$ cat src/rtl/fifo_pkg.sv
// Shared definitions for the byte FIFO and the stage that consumes its status.
package fifo_pkg;
  localparam int FIFO_DATA_W = 8;
  localparam int FIFO_DEPTH  = 16;

  typedef logic [FIFO_DATA_W-1:0] byte_t;

  typedef struct packed {
    logic full;
    logic empty;
    logic almost_full;
    logic almost_empty;
  } fifo_status_t;
endpackage

$ cat src/rtl/fifo_mem_1r1w.sv
// DEPTH x DATA_W storage with a synchronous write port and a registered read port.
module fifo_mem_1r1w #(
  parameter int DATA_W = 8,
  parameter int DEPTH  = 16,
  localparam int ADDR_W = $clog2(DEPTH)
) (
  input  logic              clk,
  input  logic              rst,
  input  logic              we,
  input  logic [ADDR_W-1:0] waddr,
  input  logic [DATA_W-1:0] wdata,
  input  logic              re,
  input  logic [ADDR_W-1:0] raddr,
  output logic [DATA_W-1:0] rdata
);
  logic [DATA_W-1:0] mem_q [DEPTH];
  logic [DATA_W-1:0] rdata_q;

  always_ff @(posedge clk) begin
    if (we) mem_q[waddr] <= wdata;
  end

  // Read samples the old contents, so a same-address write returns the stored entry.
  always_ff @(posedge clk) begin
    if (rst)     rdata_q <= '0;
    else if (re) rdata_q <= mem_q[raddr];
  end

  assign rdata = rdata_q;
endmodule

$ cat src/rtl/sync_fifo8.sv
// Single-clock byte FIFO between the capture stage and its downstream consumer,
// with occupancy count, almost-flags and registered overflow/underflow pulses.
module sync_fifo8
  import fifo_pkg::*;
#(
  parameter int DATA_W   = FIFO_DATA_W,
  parameter int DEPTH    = FIFO_DEPTH,
  parameter int AF_LEVEL = DEPTH - 2,
  parameter int AE_LEVEL = 2,
  localparam int ADDR_W  = $clog2(DEPTH)
) (
  input  logic              clk,
  input  logic              rst,
  input  logic              wr_en,
  input  logic [DATA_W-1:0] data_in,
  input  logic              rd_en,
  output logic [DATA_W-1:0] data_out,
  output logic              full,
  output logic              empty,
  output logic              almost_full,
  output logic              almost_empty,
  output logic [ADDR_W:0]   count,
  output logic              overflow,
  output logic              underflow
);
  localparam logic [ADDR_W:0] CNT_FULL = (ADDR_W+1)'(DEPTH);
  localparam logic [ADDR_W:0] CNT_AF   = (ADDR_W+1)'(AF_LEVEL);
  localparam logic [ADDR_W:0] CNT_AE   = (ADDR_W+1)'(AE_LEVEL);

  logic [ADDR_W-1:0] wr_ptr_q, wr_ptr_d;
  logic [ADDR_W-1:0] rd_ptr_q, rd_ptr_d;
  logic [ADDR_W:0]   count_q, count_d;
  logic              overflow_q, underflow_q;
  logic              wr_acc, rd_acc;
  fifo_status_t      status;

  always_comb begin
    status.full         = (count_q == CNT_FULL);
    status.empty        = (count_q == '0);
    status.almost_full  = (count_q >= CNT_AF);
    status.almost_empty = (count_q <= CNT_AE);
  end

  // A write into a full FIFO is only taken when a read frees a slot in the same cycle.
  assign rd_acc = rd_en && !status.empty;
  assign wr_acc = wr_en && (!status.full || rd_en);

  always_comb begin
    wr_ptr_d = wr_acc ? wr_ptr_q + ADDR_W'(1) : wr_ptr_q;
    rd_ptr_d = rd_acc ? rd_ptr_q + ADDR_W'(1) : rd_ptr_q;
    count_d  = count_q;
    unique case ({wr_acc, rd_acc})
      2'b10:   count_d = count_q + (ADDR_W+1)'(1);
      2'b01:   count_d = count_q - (ADDR_W+1)'(1);
      default: count_d = count_q;
    endcase
  end

  always_ff @(posedge clk) begin
    if (rst) begin
      wr_ptr_q    <= '0;
      rd_ptr_q    <= '0;
      count_q     <= '0;
      overflow_q  <= 1'b0;
      underflow_q <= 1'b0;
    end else begin
      wr_ptr_q    <= wr_ptr_d;
      rd_ptr_q    <= rd_ptr_d;
      count_q     <= count_d;
      overflow_q  <= wr_en && status.full && !rd_en;
      underflow_q <= rd_en && status.empty;
    end
  end

  fifo_mem_1r1w #(
    .DATA_W (DATA_W),
    .DEPTH  (DEPTH)
  ) u_mem (
    .clk   (clk),
    .rst   (rst),
    .we    (wr_acc),
    .waddr (wr_ptr_q),
    .wdata (data_in),
    .re    (rd_acc),
    .raddr (rd_ptr_q),
    .rdata (data_out)
  );

  assign full         = status.full;
  assign empty        = status.empty;
  assign almost_full  = status.almost_full;
  assign almost_empty = status.almost_empty;
  assign count        = count_q;
  assign overflow     = overflow_q;
  assign underflow    = underflow_q;
endmodule
$ cat config.mk
export PLATFORM = sky130hd
export DESIGN_NAME = sync_fifo8
export DESIGN_NICKNAME = d
export VERILOG_FILES = /design/src/rtl/fifo_pkg.sv /design/src/rtl/fifo_mem_1r1w.sv /design/src/rtl/sync_fifo8.sv
export SDC_FILE = /design/constraint.sdc
export NUM_CORES = 1
export LEC_CHECK = 0
export BUFFER_PORTS_ARGS = -buffer_cell sky130_fd_sc_hd__buf_2
export CORE_UTILIZATION = 30
export CTS_BUF_LIST = sky130_fd_sc_hd__clkbuf_4
export CTS_CLUSTER_DIAMETER = 40
export DETAILED_ROUTE_END_ITERATION = 16
export PLACE_DENSITY = 0.5
export SLEW_MARGIN = 20
export SYNTH_ARGS = -nofsm -noshare
export SYNTH_HDL_FRONTEND = slang
export SYNTH_SLANG_ARGS = --single-unit
$ cat constraint.sdc
create_clock -name clk -period 4.4 [get_ports clk]
set_clock_uncertainty 0.15 [all_clocks]
set_input_delay 0.88 -clock clk [delete_from_list [all_inputs] [get_ports clk]]
set_output_delay 0.88 -clock clk [all_outputs]
set_load 0.05 [all_outputs]
==> results of run 1 <==
logic make-up after synthesis:
group | share of synthesized area (%)
flip-flops | 70.9
AND/OR/NAND/NOR | 6.25
multiplexers | 11.7
AO/OA/AOI/OAI | 5.61
buffers and inverters | 2.47
adder cells (fa/ha/maj) | 1.86
XOR/XNOR | 1.15
power breakdown:
group	internal, mW	total, mW	switching (mW)
sequential	1.63	1.73	0.0949
combinational	0.331	0.997	0.666
clock	0.236	0.768	0.533
total	2.20	3.49	1.29
synth_stat cells:
library cell | number | area share (%)
nor2b_1 | 3 | 0.31
nor3b_1 | 2 | 0.25
mux4_2 | 16 | 5.9
nand2b_1 | 5 | 0.52
or3_4 | 1 | 0.19
a311oi_1 | 8 | 1.2
a31oi_2 | 1 | 0.21
a21o_1 | 2 | 0.25
edfxtp_1 | 128 | 63
dfxtp_1 | 23 | 7.6
mux2_1 | 1 | 0.19
a21oi_1 | 7 | 0.58
xnor2_1 | 1 | 0.14
ha_1 | 9 | 1.9
nor3_1 | 4 | 0.33
nand2_1 | 13 | 0.80
nand3b_1 | 1 | 0.12
or3_1 | 1 | 0.10
a2111oi_0 | 1 | 0.14
buf_1 | 2 | 0.12
xor2_1 | 7 | 1.0
buf_2 | 12 | 0.99
clkbuf_1 | 7 | 0.43
nor2_1 | 42 | 2.6
nand3_1 | 2 | 0.16
nand4_1 | 2 | 0.21
and2_1 | 1 | 0.10
mux2i_1 | 34 | 5.6
buf_6 | 2 | 0.37
a211o_1 | 1 | 0.14
nor4_4 | 1 | 0.35
buf_4 | 1 | 0.12
inv_1 | 7 | 0.43
o21ai_0 | 2 | 0.16
nor4_1 | 2 | 0.21
o22ai_1 | 18 | 1.9
a22oi_1 | 9 | 1.1
cell usage in the layout, fill, tap and decap left out, types with 7 or more instances in the layout:
| cell | netlist | layout |
|---|---|---|
| edfxtp_1 | 128 | 128 |
| mux2i_1 | 34 | 34 |
| nand2_1 | 13 | 13 |
| a22oi_1 | 9 | 9 |
| o22ai_1 | 18 | 18 |
| buf_4 | 1 | 8 |
| a311oi_1 | 8 | 8 |
| xor2_1 | 7 | 7 |
| buf_2 | 12 | 30 |
| ha_1 | 9 | 9 |
| inv_1 | 7 | 7 |
| clkbuf_4 | 0 | 17 |
| nor2_1 | 42 | 42 |
| mux4_2 | 16 | 16 |
| dfxtp_1 | 23 | 22 |
layout make-up:
cell class / count / area [um^2]
diodes: 1 / 2.50
multi-input cells: 197 / 1620
fillers: 1952 / 12900
well taps: 265 / 332
inverters: 7 / 26.3
clock buffers: 17 / 128
clock inverters: 15 / 123
repair buffers: 38 / 210
flip-flops and latches: 151 / 4310
flip-flops by register name, summed over array words and instances (netlist names):
register	flops
wr_ptr_q	4
underflow	1
u_mem.mem_q	128
overflow	1
count	5
u_mem.rdata	8
rd_ptr_q	4
layer usage:
| layer | GRT usage [%] | wire length [um] |
|---|---|---|
| met5 | 0 | 0 |
| met4 | 4.16 | 62 |
| met3 | 3.31 | 464 |
| met2 | 21.3 | 6190 |
| met1 | 17.6 | 6050 |
worst max-delay path by stage:
| stage | from | end | slack [ns] | cells past startpoint |
|---|---|---|---|---|
| after global routing | count[1] | count[4] | 0.96 | 11 |
| after global placement | rd_en | count[4] | 1.02 | 12 |
| after floorplan | count[1] | almost_empty | 0.16 | 2 |
| after detailed placement | rd_en | count[4] | 0.88 | 12 |
| after CTS | count[1] | count[4] | 1.19 | 11 |
| final | count[1] | count[4] | 1.20 | 11 |
==> flow_metrics.tcl, run 1 <==
set metrics [dict create \
    grt_pass1_wl_um 19200 \
    drt_first_iter_violations 211 \
    ys_types 37 \
    cts_setup_buffers 0 \
    ctsResizeCount 0 \
    io-pin-count 31 \
    port_buffers 30 \
    critPathMaxFanout 10 \
    fin_total_pwr_mw 3.49 \
    clkSinkCount 151 \
    ir_drop_mv 0.124 \
    path_class "flop to flop" \
    finalNetCount 433 \
    viasPerCell 4.62 \
    fp.dieW_um 144 \
    min_from "rd_en" \
    reg2reg_to "count[4]" \
    crit_family "compound AO/OA/AOI/OAI gates" \
    tightestPinTransition_ns 0.823 \
    critPathSlowestCell "dfxtp_1" \
    die_h_um 144 \
    dieArea_um2 20800 \
    overflow 0 \
    yosys_warnings 0 \
    cellPowerDensity_nw_per_um2 518 \
    firstDrtPassIters 4 \
    insertion_delay_ns 0.55 \
    cts_buffer_depth 2 \
    crit_path_start_kind "flop" \
    yosysSeqAreaShare_pct 70.9 \
    leakage_nw 2.15 \
    globalplace.congestion 0.756 \
    initial_core_util_pct 30.9 \
    routed_wl_um 12800 \
    path_clk_slew_ns 0.13 \
    holdPathEnd "overflow" \
    numCtsBuffers 17 \
    drc 0 \
    fin_crit_ns 3.20 \
    slew_violations 0 \
    place_area_um2 6490 \
    arrival_ns 3.48 \
    setup_ws_ns 1.20 \
    cts_max_level 4 \
    antenna_found_initial 1 \
    rr_worst_depth 11 \
    final.period_utilization_pct 72.8 \
    path_cells "nor4_4, a31oi_2, inv_1, ha_1, xor2_1, ha_1, a21oi_1, nand2b_1, a21o_1, a21oi_1, mux2_1" \
    ys_seq_elements 151 \
    final-setup-viol-count 0 \
    core_area_um2 19700 \
    finalSetupTns_ns 0 \
    whs_path_depth 2 \
    grt_usage_pct 13.3 \
    drv_cap 0 \
    dp_slack_ns 0.884 \
    syn_avg_cell_area_um2 16.0 \
    critPathBufInv 1 \
    fin_area_um2 6750 \
    final_util_pct 34.3 \
    final_antenna_net_count 0 \
    hold_viol_final 0 \
    cp-end-kind "flop" \
    syn_inst 379 \
    whs_ns 0.360 \
    grt_max_degree 38 \
    r2r_start "count[1]" \
    dp_hpwl_um 8160 \
    rsz0062_at_grt "no" \
    slowest_delay_ns 0.59 \
    cts_tree "yes" \
    syn_nets 400 \
    route.detailed.wl_per_inst_um 18.5 \
    grt_pass1_vias 3222 \
    syn2layout_area_growth_pct 11.2 \
    relSlewSlack_pct 44.9 \
    hold_buffers 0 \
    hold_path.class "input pin to flop" \
    syn-cell-area_um2 6070 \
    row_count 51 \
    placed_cells 658 \
    cts_root_buffer "clkbuf_4" \
    drive_above_1_share_pct 20.9 \
    stdcell_count 691 \
    required_ns 4.68 \
    ff2ff_setup_slack_ns 1.20 \
    routed-via-count 3194 \
    max_clock_freq_ghz 0.312 \
    status "complete, no violations" \
]
No activity file was read; power rests on OpenSTA's default activity.
==> run 2: changes to the inputs <==
--- a/config.mk
+++ b/config.mk
@@ -10,7 +10,7 @@
 export CTS_BUF_LIST = sky130_fd_sc_hd__clkbuf_4
 export CTS_CLUSTER_DIAMETER = 40
 export DETAILED_ROUTE_END_ITERATION = 16
-export PLACE_DENSITY = 0.5
+export PLACE_DENSITY = 0.51
 export SLEW_MARGIN = 20
 export SYNTH_ARGS = -nofsm -noshare
 export SYNTH_HDL_FRONTEND = slang
==> constraint.sdc (replaced) <==
create_clock -name clk -period 2.9 [get_ports clk]
set_clock_uncertainty 0.15 [all_clocks]
set_input_delay 0.58 -clock clk [delete_from_list [all_inputs] [get_ports clk]]
set_output_delay 0.58 -clock clk [all_outputs]
set_load 0.05 [all_outputs]
==> run 2 against run 1 <==
Core utilization rose by 1.2 points. Register-to-register slack got worse by 1.0 ns. Combinational power rose by 60%. Flip-flop and latch count did not move. Critical endpoint unchanged. Largest power group unchanged.
==> flow_metrics.tcl, run 2 (synthesis results as in run 1) <==
set metrics [dict create \
    cts_root_buffer "clkbuf_4" \
    p_int_mw 3.76 \
    diodes 0 \
    routed_wl_um 12800 \
    dieArea_um2 20800 \
    final_common_cell "edfxtp_1" \
    tightestPinTransition_ns 0.711 \
    final_util_pct 35.6 \
    initial_core_util_pct 30.9 \
    ir_drop_mv 0.257 \
    final-setup-viol-count 0 \
    route.detailed.wl_per_inst_um 18.1 \
    slew_violations 0 \
    drv_cap 0 \
    fp.dieW_um 144 \
    routed-via-count 3345 \
    drt_first_iter_violations 280 \
    final.period_utilization_pct 93.9 \
    status "complete, no violations" \
    met3_length_um 596 \
    layout.cells.most_common_list "128 x edfxtp_1, 42 x nor2_1, 34 x mux2i_1, 30 x buf_2, 23 x buf_4" \
    p_comb_share_pct 28.3 \
    antenna_found_initial 0 \
    cp-endpoint "count[4]" \
    port_buffers 30 \
    route.met2.wl_um 6010 \
    top_layer_used "met4" \
    core_area_um2 19700 \
    pwr-share-seq_pct 46.5 \
    viasPerCell 4.74 \
    required_ns 3.16 \
    max_clock_freq_ghz 0.367 \
    cts_buffer_depth 2 \
    power_switching_mw 1.91 \
    dp_hpwl_um 8400 \
    grt_max_degree 36 \
    globalplace.congestion 0.767 \
    hold_viol_final 0 \
    largest-register "u_mem.mem_q" \
    whs_path_depth 2 \
    relSlewSlack_pct 52.5 \
    die_h_um 144 \
    drc 0 \
    firstDrtPassIters 4 \
    overflow 0 \
    row_count 51 \
    hold_path.class "input pin to flop" \
    final_antenna_net_count 0 \
    fin_crit_ns 2.72 \
    finalNetCount 449 \
    pwr-share-clk_pct 25.1 \
    reg2reg_to "count[4]" \
    clkSinkCount 151 \
    rsz0062_at_grt "no" \
    path_class "flop to flop" \
    arrival_ns 2.98 \
    hold_buffers 0 \
    finalSetupTns_ns 0 \
    leakage_nw 2.28 \
    crit_start "count[2]" \
    critPathMaxFanout 11 \
    cp-end-kind "flop" \
    cts_max_level 4 \
    insertion_delay_ns 0.53 \
    syn2layout_area_growth_pct 15.2 \
    grt_usage_pct 12.9 \
    cts_tree "yes" \
    largest_reg_flops 128 \
    r2r_start "count[2]" \
    io-pin-count 31 \
    crit_path_start_kind "flop" \
    cellPowerDensity_nw_per_um2 811 \
    ff2ff_setup_slack_ns 0.18 \
    grt_pass1_vias 3167 \
    rr_worst_depth 11 \
    drive_above_1_share_pct 26.3 \
    switching_share_pct 33.7 \
    grt_pass1_wl_um 18800 \
    numCtsBuffers 17 \
    path_clk_slew_ns 0.13 \
    met1_length_um 6060 \
]
[run 2: cell count changes in the layout (fill, tap and decap cells not counted), sizes merged]
cell and delta:
clkbuf +2, clkinvlp -1, inv -3, bufinv +4, diode -1, clkinv -2
buf +16
[run 2: final cells by class]
type,instances,area (um^2)
clock inverter,13,178
inverter,7,26.3
timing repair buffer,54,343
multi-input combinational,197,1650
tap,265,332
clock buffer,19,143
fill,1898,12700
sequential,151,4320
[run 2: power by group through the flow]
stage	Combinational, mW	Sequential [mW]	Clock, mW
after global routing	1.72	2.66	1.55
after floorplan	0.994	2.91	0
after CTS	1.57	2.64	1.46
after global placement	1.54	2.69	0
final	1.60	2.64	1.42
after detailed placement	1.57	2.69	0
[run 2: worst max-delay path: stages, from the launching register on]
cell and delay [ns]:
dfxtp_4 0.40, nor4_4 0.37, a31oi_4 0.13, inv_2 0.10, ha_4 0.20, xor2_1 0.21, ha_2 0.22, o21ai_0 0.08
o22ai_1 0.16, a21oi_1 0.09, a21oi_1 0.15, mux2_1 0.33
[run 2: what timing repair did]
item	4_1_cts	5_1_grt
buffers inserted	0	2
gates resized for setup	0	2
endpoints found under the setup margin	0	1
[run 2: routing by layer]
metal  vias up  GRT usage (%)
met5         -              0
met4         0           3.82
met3         6           3.21
met2        74           19.8
met1      1694           17.8
li1       1571              -
[run 2: worst min path at each step]
stage	slack, ns	to	from
floorplan	0.33	wr_ptr_q[0]	wr_ptr_q[0]
global placement	0.35	u_mem.rdata[0]	u_mem.rdata[0]
detailed placement	0.35	u_mem.rdata[0]	u_mem.rdata[0]
CTS	0.02	overflow	rd_en
global route	0.008	overflow	rd_en
finish	0.07	overflow	rd_en
[run 2: through the flow]
step                instance area, um^2  setup WS, ns  power (mW)  hold WS (ns)  instances
floorplan                          6130       0.00424        3.91         0.328        379
global placement                   6640         0.172        4.23         0.347        672
detailed placement                 6640        0.0210        4.26         0.348        672
CTS                                6960       0.00440        5.68        0.0206        704
global route                       6990        0.0238        5.93       0.00811        706
finish                             6990         0.176        5.67        0.0673        706
==> run 3: changes to the inputs <==
--- a/config.mk
+++ b/config.mk
@@ -6,11 +6,11 @@
 export NUM_CORES = 1
 export LEC_CHECK = 0
 export BUFFER_PORTS_ARGS = -buffer_cell sky130_fd_sc_hd__buf_2
-export CORE_UTILIZATION = 30
+export CORE_UTILIZATION = 31
 export CTS_BUF_LIST = sky130_fd_sc_hd__clkbuf_4
 export CTS_CLUSTER_DIAMETER = 40
 export DETAILED_ROUTE_END_ITERATION = 16
-export PLACE_DENSITY = 0.51
+export PLACE_DENSITY = 0.53
 export SLEW_MARGIN = 20
 export SYNTH_ARGS = -nofsm -noshare
 export SYNTH_HDL_FRONTEND = slang
==> run 3 against run 2 <==
Via count is essentially flat. Combinational power is essentially flat. Count of clock-buffer cells in the layout shrank 1. Hold slack gained 0.088 ns. Worst setup slack gained 0.042 ns. Largest power group unchanged. Total power shrank 6.3%. Largest cell class unchanged. Core utilization grew 0.81 points.
==> flow_metrics.tcl, run 3 (synthesis results as in run 1) <==
set metrics [dict create \
    status "complete, no violations" \
    relSlewSlack_pct 53.9 \
    final_antenna_net_count 0 \
    io-pin-count 31 \
    leakage_nw 2.22 \
    grt_pass1_wl_um 19500 \
    fp.dieW_um 142 \
    dieArea_um2 20100 \
    numCtsBuffers 17 \
    routed-via-count 3344 \
    die_h_um 142 \
    rsz0062_at_grt "no" \
    critPathMaxFanout 11 \
    p_int_mw 3.40 \
    firstDrtPassIters 4 \
    slew_violations 0 \
    path_clk_slew_ns 0.11 \
    pwr-share-clk_pct 20.1 \
    drc 0 \
    power_switching_mw 1.92 \
    cts_buffer_depth 2 \
    pwr-share-seq_pct 49.3 \
    finalNetCount 448 \
    final-setup-viol-count 0 \
    port_buffers 30 \
    overflow 0 \
    hold_viol_final 0 \
    crit_path_start_kind "flop" \
    min_from "wr_en" \
    drv_cap 0 \
    required_ns 3.21 \
    path_class "flop to flop" \
    finalSetupTns_ns 0 \
    p_comb_share_pct 30.6 \
    max_clock_freq_ghz 0.373 \
    critPathMostFrequentCell "a21oi_2" \
    arrival_ns 2.99 \
    slowest_delay_ns 0.40 \
    cellPowerDensity_nw_per_um2 770 \
    final_common_cell "edfxtp_1" \
    dp_hpwl_um 8140 \
    routed_wl_um 12600 \
    cts_tree "yes" \
    tightestPinTransition_ns 0.690 \
    cp-end-kind "flop" \
    core_area_um2 19000 \
    layout.cells.most_common_list "128 x edfxtp_1, 42 x nor2_1, 34 x mux2i_1, 30 x buf_2, 20 x buf_4" \
    largest_reg_flops 128 \
    crit_start "count[2]" \
    insertion_delay_ns 0.57 \
    critPathSlowestCell "dfxtp_4" \
    globalplace.congestion 0.765 \
    largest-register "u_mem.mem_q" \
    cts_max_level 4 \
    row_count 50 \
    grt_pass1_vias 3275 \
    ir_drop_mv 0.313 \
    antenna_found_initial 1 \
    route.detailed.wl_per_inst_um 18.0 \
    grt_max_degree 33 \
    fin_total_pwr_mw 5.31 \
    drt_first_iter_violations 183 \
    viasPerCell 4.77 \
    r2r_start "count[2]" \
    path_cells "nor4_4, buf_4, a21oi_2, ha_4, xor2_1, ha_2, a21oi_2, nand2b_1, a21o_1, a21oi_1, mux2_1" \
    fin_crit_ns 2.68 \
    final.period_utilization_pct 92.5 \
    clkSinkCount 151 \
    initial_core_util_pct 32.0 \
    grt_usage_pct 13.7 \
    switching_share_pct 36.1 \
    cts_root_buffer "clkbuf_4" \
    syn2layout_area_growth_pct 13.6 \
    hold_path.class "input pin to flop" \
    drive_above_1_share_pct 25.7 \
]
[run 3: changes by cell type in the layout (fill, tap and decap cells not counted), sizes merged]
cell,previous run,this run
buf,54,52
diode,0,1
clkinvlp,1,6
dlygate4sd3,0,1
bufinv,4,0
clkbuf,19,18
[run 3: path summary, 6_finish.rpt]
check | slack [ns] | cells past startpoint | endpoint
hold / removal | 0.15 | 3 | overflow
setup reg to reg | 0.22 | 11 | count[4]
setup / recovery | 0.22 | 11 | count[4]
hold reg to reg | 0.36 | 2 | u_mem.rdata[6]
[run 3: routing by layer]
metal  wire (um)  track usage, %
met5           0               0
met4         207            5.83
met3         628            3.34
met2        5950            20.8
met1        5850            18.5
[run 3: area by class of cell]
cell class                      count  area (um^2)
Fill cell                        1820        12100
Sequential cell                   151         4320
Clock buffer                       18          135
Inverter                            7         26.3
Tap cell                          260          325
Multi-Input combinational cell    197         1650
Clock inverter                     14         86.3
Antenna cell                        1         2.50
Timing Repair Buffer               53          350
[run 3: power groups by stage]
| stage | registers, mW | clock network, mW | logic [mW] |
|---|---|---|---|
| final | 2.62 | 1.07 | 1.63 |
| after global routing | 2.64 | 1.19 | 1.75 |
| after CTS | 2.62 | 1.10 | 1.59 |
| after detailed placement | 2.67 | 0 | 1.59 |
| after global placement | 2.67 | 0 | 1.57 |
| after floorplan | 2.91 | 0 | 0.994 |
[run 3: through the flow]
step                hold slack [ns]  setup WS [ns]  util [%]  cell area, um^2  cells
floorplan                     0.328        0.00424         -             6130    379
global placement              0.344          0.171      35.0             6640    665
detailed placement            0.341          0.116      35.0             6640    665
CTS                           0.114          0.100      36.2             6870    698
global route                  0.131        0.00122      36.4             6890    701
finish                        0.155          0.218      36.4             6890    701
[run 3: worst max-delay path, delay by kind of cell, from the launching register on]
| family | cells | cell delay [ns] |
|---|---|---|
| AOI/OAI and AO/OA | 4 | 0.53 |
| xor gates and xnor gates | 1 | 0.15 |
| adders and majority gates | 2 | 0.39 |
| buffers and inverters | 1 | 0.18 |
| DFF | 1 | 0.40 |
| muxes | 1 | 0.33 |
| and+or+nand+nor | 2 | 0.45 |
[run 3: repair_timing]
action,CTS,global route
buffers inserted,0,2
hold buffers,1,0
endpoints found under the setup margin,0,1
resized for setup,0,2
hold endpoints to repair,1,0
